`src/rtl/fifo_param.sv`:
```
// fifo_param: synchronous FIFO with registered read data, count-decoded status flags and error flag.
// FIFO_STICKY_ERROR_EN: error_fifo_out latches until reset instead of pulsing one cycle.
module fifo_param #(
  parameter int DATA_BITS = 10,
  parameter int ADDR_BITS = 3
) (
  input  logic                 clk,
  input  logic                 reset,
  input  logic [DATA_BITS-1:0] fifo_data_in,
  input  logic                 fifo_write,
  input  logic                 fifo_read,
  input  logic [ADDR_BITS:0]   almost_full_thr,
  input  logic [ADDR_BITS:0]   almost_empty_thr,
  output logic [DATA_BITS-1:0] fifo_data_out,
  output logic                 fifo_valid_out,
  output logic                 fifo_full_out,
  output logic                 fifo_empty_out,
  output logic                 fifo_almost_full_out,
  output logic                 fifo_almost_empty_out,
  output logic [ADDR_BITS:0]   fifo_count_out,
  output logic                 error_fifo_out
);
  localparam int DEPTH = 1 << ADDR_BITS;
  localparam logic [ADDR_BITS:0] DEPTH_C = DEPTH[ADDR_BITS:0];
  logic [DATA_BITS-1:0] mem [DEPTH];
  logic [ADDR_BITS-1:0] wr_ptr, rd_ptr;
  logic [ADDR_BITS:0]   count;
  logic                 rd_acc, wr_acc, err_ev;
  always_comb begin
    rd_acc = fifo_read && !fifo_empty_out;
    wr_acc = fifo_write && (!fifo_full_out || rd_acc);
    err_ev = (fifo_write && fifo_full_out && !rd_acc) || (fifo_read && fifo_empty_out);
  end
  assign fifo_count_out        = count;
  assign fifo_full_out         = count == DEPTH_C;
  assign fifo_empty_out        = count == '0;
  assign fifo_almost_full_out  = count >= almost_full_thr;
  assign fifo_almost_empty_out = count <= almost_empty_thr;
  // Storage is deliberately left out of reset.
  always_ff @(posedge clk)
    if (!reset && wr_acc) mem[wr_ptr] <= fifo_data_in;
  always_ff @(posedge clk) begin
    if (reset) begin
      wr_ptr         <= '0;
      rd_ptr         <= '0;
      count          <= '0;
      fifo_data_out  <= '0;
      fifo_valid_out <= 1'b0;
      error_fifo_out <= 1'b0;
    end else begin
      if (wr_acc) wr_ptr <= wr_ptr + ADDR_BITS'(1);
      if (rd_acc) begin
        rd_ptr        <= rd_ptr + ADDR_BITS'(1);
        fifo_data_out <= mem[rd_ptr];
      end
      fifo_valid_out <= rd_acc;
      count <= (wr_acc && !rd_acc) ? count + (ADDR_BITS+1)'(1) :
               (rd_acc && !wr_acc) ? count - (ADDR_BITS+1)'(1) : count;
`ifdef FIFO_STICKY_ERROR_EN
      error_fifo_out <= error_fifo_out || err_ev;
`else
      error_fifo_out <= err_ev;
`endif
    end
  end
endmodule

```
`config.mk`:
```
export PLATFORM = sky130hd
export DESIGN_NAME = fifo_param
export DESIGN_NICKNAME = d
export VERILOG_FILES = /design/src/rtl/fifo_param.sv
export SDC_FILE = /design/constraint.sdc
export NUM_CORES = 1
export LEC_CHECK = 0
export ABC_AREA = 1
export CORE_UTILIZATION = 53
export CTS_BUF_LIST = sky130_fd_sc_hd__clkbuf_8
export DETAILED_ROUTE_END_ITERATION = 16
export GPL_TIMING_DRIVEN = 0
export PLACE_DENSITY_LB_ADDON = 0.12
export SLEW_MARGIN = 30
export SYNTH_ARGS = -nofsm -noshare
export SYNTH_HDL_FRONTEND = slang
export SYNTH_SLANG_ARGS = --single-unit
```
`constraint.sdc`:
```
create_clock -name clk -period 1.9 [get_ports clk]
set_clock_uncertainty 0.05 [all_clocks]
set_input_delay 0.38 -clock clk [delete_from_list [all_inputs] [get_ports clk]]
set_output_delay 0.38 -clock clk [all_outputs]
set_load 0.01 [all_outputs]
```
==> results.sh <==
export IMPL_status="finished with violations"
export IMPL_violations="setup timing"
export IMPL_total_power_w=0.006823
export IMPL_cpMaxStageDelayCell="dfxtp_4"
export IMPL_relSlewSlack=0.6407
export IMPL_cts_tree="yes"
export IMPL_reg2reg_slack_ns=-0.06
export IMPL_hold_class="flip-flop to flip-flop"
export IMPL_synth_area_um2=4417
export IMPL_r2r_cells=13
export IMPL_cp_num_buf_inv=2
export IMPL_power_density_nw_per_um2=1221
export IMPL_switching_power_w=0.002282
export IMPL_die_area_um2=8702
export IMPL_start_util=0.5600
export IMPL_clock_fmax_mhz=510.0
export IMPL_reg2reg_from="fifo_count_out[1]$_SDFFE_PP0P_"
export IMPL_setup_ws_ns=-0.06071
export IMPL_min_period_over_period=1.032
export IMPL_ant_nets=0
export IMPL_worstPathArrival_ns=2.20
export IMPL_synth_edff_count=80
export IMPL_ir_drop_mv=0.8140
export IMPL_pwr_share_seq=0.402
export IMPL_p_int_w=0.004540
export IMPL_power_leakage_nw=2.169
export IMPL_final_area_um2=5588
export IMPL_grt_total_usage=0.2416
export IMPL_cp_depth=13
export IMPL_placedCellCount=558
export IMPL_die_width_um=93.29
export IMPL_r2r_end="fifo_count_out[3]$_SDFFE_PP0P_"
export IMPL_netlist_instances=415
export IMPL_period_minus_slack_ns=1.961
export IMPL_wl_met2_um=5137
export IMPL_slew_viol_final=0
export IMPL_hold_worst_slack_ns=0.4096
export IMPL_tightest_slew_ns=0.5389
export IMPL_synth_top_area_share=0.5439
export IMPL_drc=0
export IMPL_grt_pass1_wl_um=15560
export IMPL_cpLargestDelayFamily="simple AND/OR/NAND/NOR gates"
export IMPL_cap_violations=0
export IMPL_n_fill_cell=553
export IMPL_ys_warn_count=0
export IMPL_critPathLaunchType="flip-flop"
export IMPL_crit_path_end="fifo_count_out[3]$_SDFFE_PP0P_"
export IMPL_synth_async_reset_ratio=0
export IMPL_top_layer_used="met4"
export IMPL_setup_viol=5
export IMPL_dp_hpwl_um=6400
export IMPL_drt_first_pass_iters=4
export IMPL_synth_ff_type="edfxtp_1"
export IMPL_endpoint_kind="flip-flop"
export IMPL_portBuffers=41
export IMPL_antenna_found_initial=0
export IMPL_comb_power_share=0.375
export IMPL_worstSkewPairLatency_ns=0.36
export IMPL_worstPathRequired_ns=2.14
export IMPL_clock_sinks=102
export IMPL_h_tree_depth=3
export IMPL_clkPwrFrac=0.223
export IMPL_slowest_delay_ns=0.38
export IMPL_area_delta_synth_final_pct=26.52
export IMPL_place_congestion=0.7783
export IMPL_placed_area_um2=5002
export IMPL_synth_nets=451
export IMPL_cts_made_buffers=9
export IMPL_grt_overflow_total=0
export IMPL_nets=520
export IMPL_synth_cell_types=30
export IMPL_die_h_um=93.29
export IMPL_root_buffer="clkbuf_8"
export IMPL_crit_type="flip-flop to flip-flop"
export IMPL_wl_met3_um=583
export IMPL_synth_area_leader_cell="edfxtp_1"
export IMPL_wirelength_um=10030
export IMPL_p_sw_frac=0.3345
export IMPL_routed_via_count=3219
export IMPL_fin_cells=591
export IMPL_avgRoutedWirePerCell_um=16.97
export IMPL_hold_buffers=0
export IMPL_critPathMaxFanout=4
export IMPL_synthTopCellsByArea="edfxtp_1 54%, dfxtp_1 10%, nand2_1 7.1%, nor2_1 6.7%, o21ai_0 4.1%"
export IMPL_grt_max_degree=19
export IMPL_synth_seq_area_share=0.6436
export IMPL_core_um2=7888
export IMPL_drive_above_1_share=0.2045
export IMPL_path_cells="nor2_4 -> nand4_1 -> nand2_2 -> inv_4 -> ha_4 -> inv_4 -> ha_4 -> or2_4 -> nand2_2 -> nand2_1 -> nand2_1 -> nand2_1 -> a21oi_2"
export IMPL_viasPerCell=5.447
export IMPL_io_pins=42
export IMPL_synth_most_common_cell="nand2_1"
export IMPL_startpoint="fifo_count_out[1]$_SDFFE_PP0P_"
export IMPL_cts_path_max_buffers=2
export IMPL_synth_common_cells="83 x nand2_1, 80 x edfxtp_1, 79 x nor2_1"
export IMPL_finalHoldViolCount=0
export IMPL_rsz0062_at_grt="yes"
export IMPL_grt_pass1_vias=3105
export IMPL_post_route_util=0.7084
export IMPL_dr_first_iter_drc_count=137
export IMPL_m1WireLength_um=4062
export IMPL_synth_ff_latch_count=102
export IMPL_fp_row_count=32
export IMPL_insertedDiodeCount=0
export IMPL_path_clk_slew_ns=0.10
export IMPL_synth_avg_cell_area_um2=10.64
export IMPL_cp_common_cell="nand2_1"
metal layers:
layer / GRT usage / vias up
li1: - / 1550
met1: 0.2985 / 1539
met2: 0.4228 / 108
met3: 0.04878 / 22
met4: 0.08077 / 0
met5: 0 / -
cells by family (layout without fill, tap and decap cells):
group | after synthesis | after routing | share of synthesized area
AND/OR/NAND/NOR | 207 | 207 | 0.2006
flip-flops | 102 | 102 | 0.6436
AO/OA/AOI/OAI | 49 | 49 | 0.05609
buffers and inverters | 41 | 115 | 0.05439
adder cells (fa/ha/maj) | 14 | 14 | 0.04136
XOR/XNOR | 2 | 2 | 0.003967
metrics by stage:
step / setup slack [ns] / setup TNS (ns)
global route: -0.1814 / -0.7835
detailed placement: -0.7694 / -58.23
finish: -0.06071 / -0.1966
CTS: -0.09066 / -0.2140
global placement: -0.7997 / -57.92
floorplan: 0.05612 / 0
placed cells by master, fill, tap and decap left out, types with 4 or more instances in the layout:
cell / netlist / final
a21oi_1: 9 / 4
a21oi_2: 0 / 5
buf_12: 0 / 5
buf_2: 4 / 6
buf_4: 2 / 14
buf_6: 7 / 7
clkbuf_8: 1 / 10
clkdlybuf4s50_1: 0 / 30
dfxtp_1: 22 / 18
dfxtp_4: 0 / 4
dlymetal6s2s_1: 0 / 6
edfxtp_1: 80 / 80
ha_1: 13 / 5
ha_4: 0 / 8
inv_1: 20 / 12
inv_2: 2 / 8
inv_4: 2 / 4
nand2_1: 83 / 80
nand3_1: 34 / 34
nor2_1: 79 / 71
nor2_4: 1 / 9
o21ai_0: 36 / 33
o21ai_1: 3 / 6
cell type report:
class	instances	area [µm²]	area share
flip-flops and latches	102	2858	0.5114
clock buffers	9	123.9	0.02217
inverters	25	105.1	0.01881
well taps	102	127.6	0.02284
repair buffers	58	598.1	0.1070
plain buffers	16	140.1	0.02508
multi-input cells	272	1533	0.2743
clock inverters	7	102.6	0.01836
worst min path at each step:
stage / start / endpoint / slack (ns) / cells past startpoint
2_1_floorplan: reset / fifo_count_out[3]$_SDFFE_PP0P_ / 0.39 / 1
3_3_place_gp: fifo_data_out[2]$_SDFFE_PP0N_ / fifo_data_out[2]$_SDFFE_PP0N_ / 0.39 / 2
3_5_place_dp: fifo_data_out[5]$_SDFFE_PP0N_ / fifo_data_out[5]$_SDFFE_PP0N_ / 0.40 / 2
4_1_cts: fifo_read / error_fifo_out$_SDFF_PP0_ / 0.41 / 3
5_1_grt: fifo_data_out[5]$_SDFFE_PP0N_ / fifo_data_out[5]$_SDFFE_PP0N_ / 0.42 / 2
6_report: fifo_data_out[2]$_SDFFE_PP0N_ / fifo_data_out[2]$_SDFFE_PP0N_ / 0.41 / 2
timing repair:
action / in CTS / in global routing
setup buffers: 7 / 10
resized for setup: 35 / 26
pin swaps: 12 / 18
endpoints found under the hold margin: 0 / 0
setup endpoints to repair: 87 / 28
sequential cells by signal (all words and copies together) (netlist names):
signal,count
fifo_data_out,10
wr_ptr,3
error_fifo_out,1
rd_ptr,3
fifo_count_out,4
fifo_valid_out,1
mem,80
power by group through the flow:
stage / clock, W / sequential [W] / combinational [W]
final: 0.00152 / 0.00274 / 0.00256
after global routing: 0.00163 / 0.00276 / 0.00283
after CTS: 0.00154 / 0.00273 / 0.00233
after detailed placement: 0 / 0.00280 / 0.00212
after global placement: 0 / 0.00279 / 0.00206
after floorplan: 0 / 0.00282 / 0.00131
tightest hold or removal path, cell delays in order, from the launching register on:
cell and delay [ns]:
dfxtp_1 0.32, nand2_1 0.06, nand2_1 0.05
No activity file was read; power rests on OpenSTA's default activity.
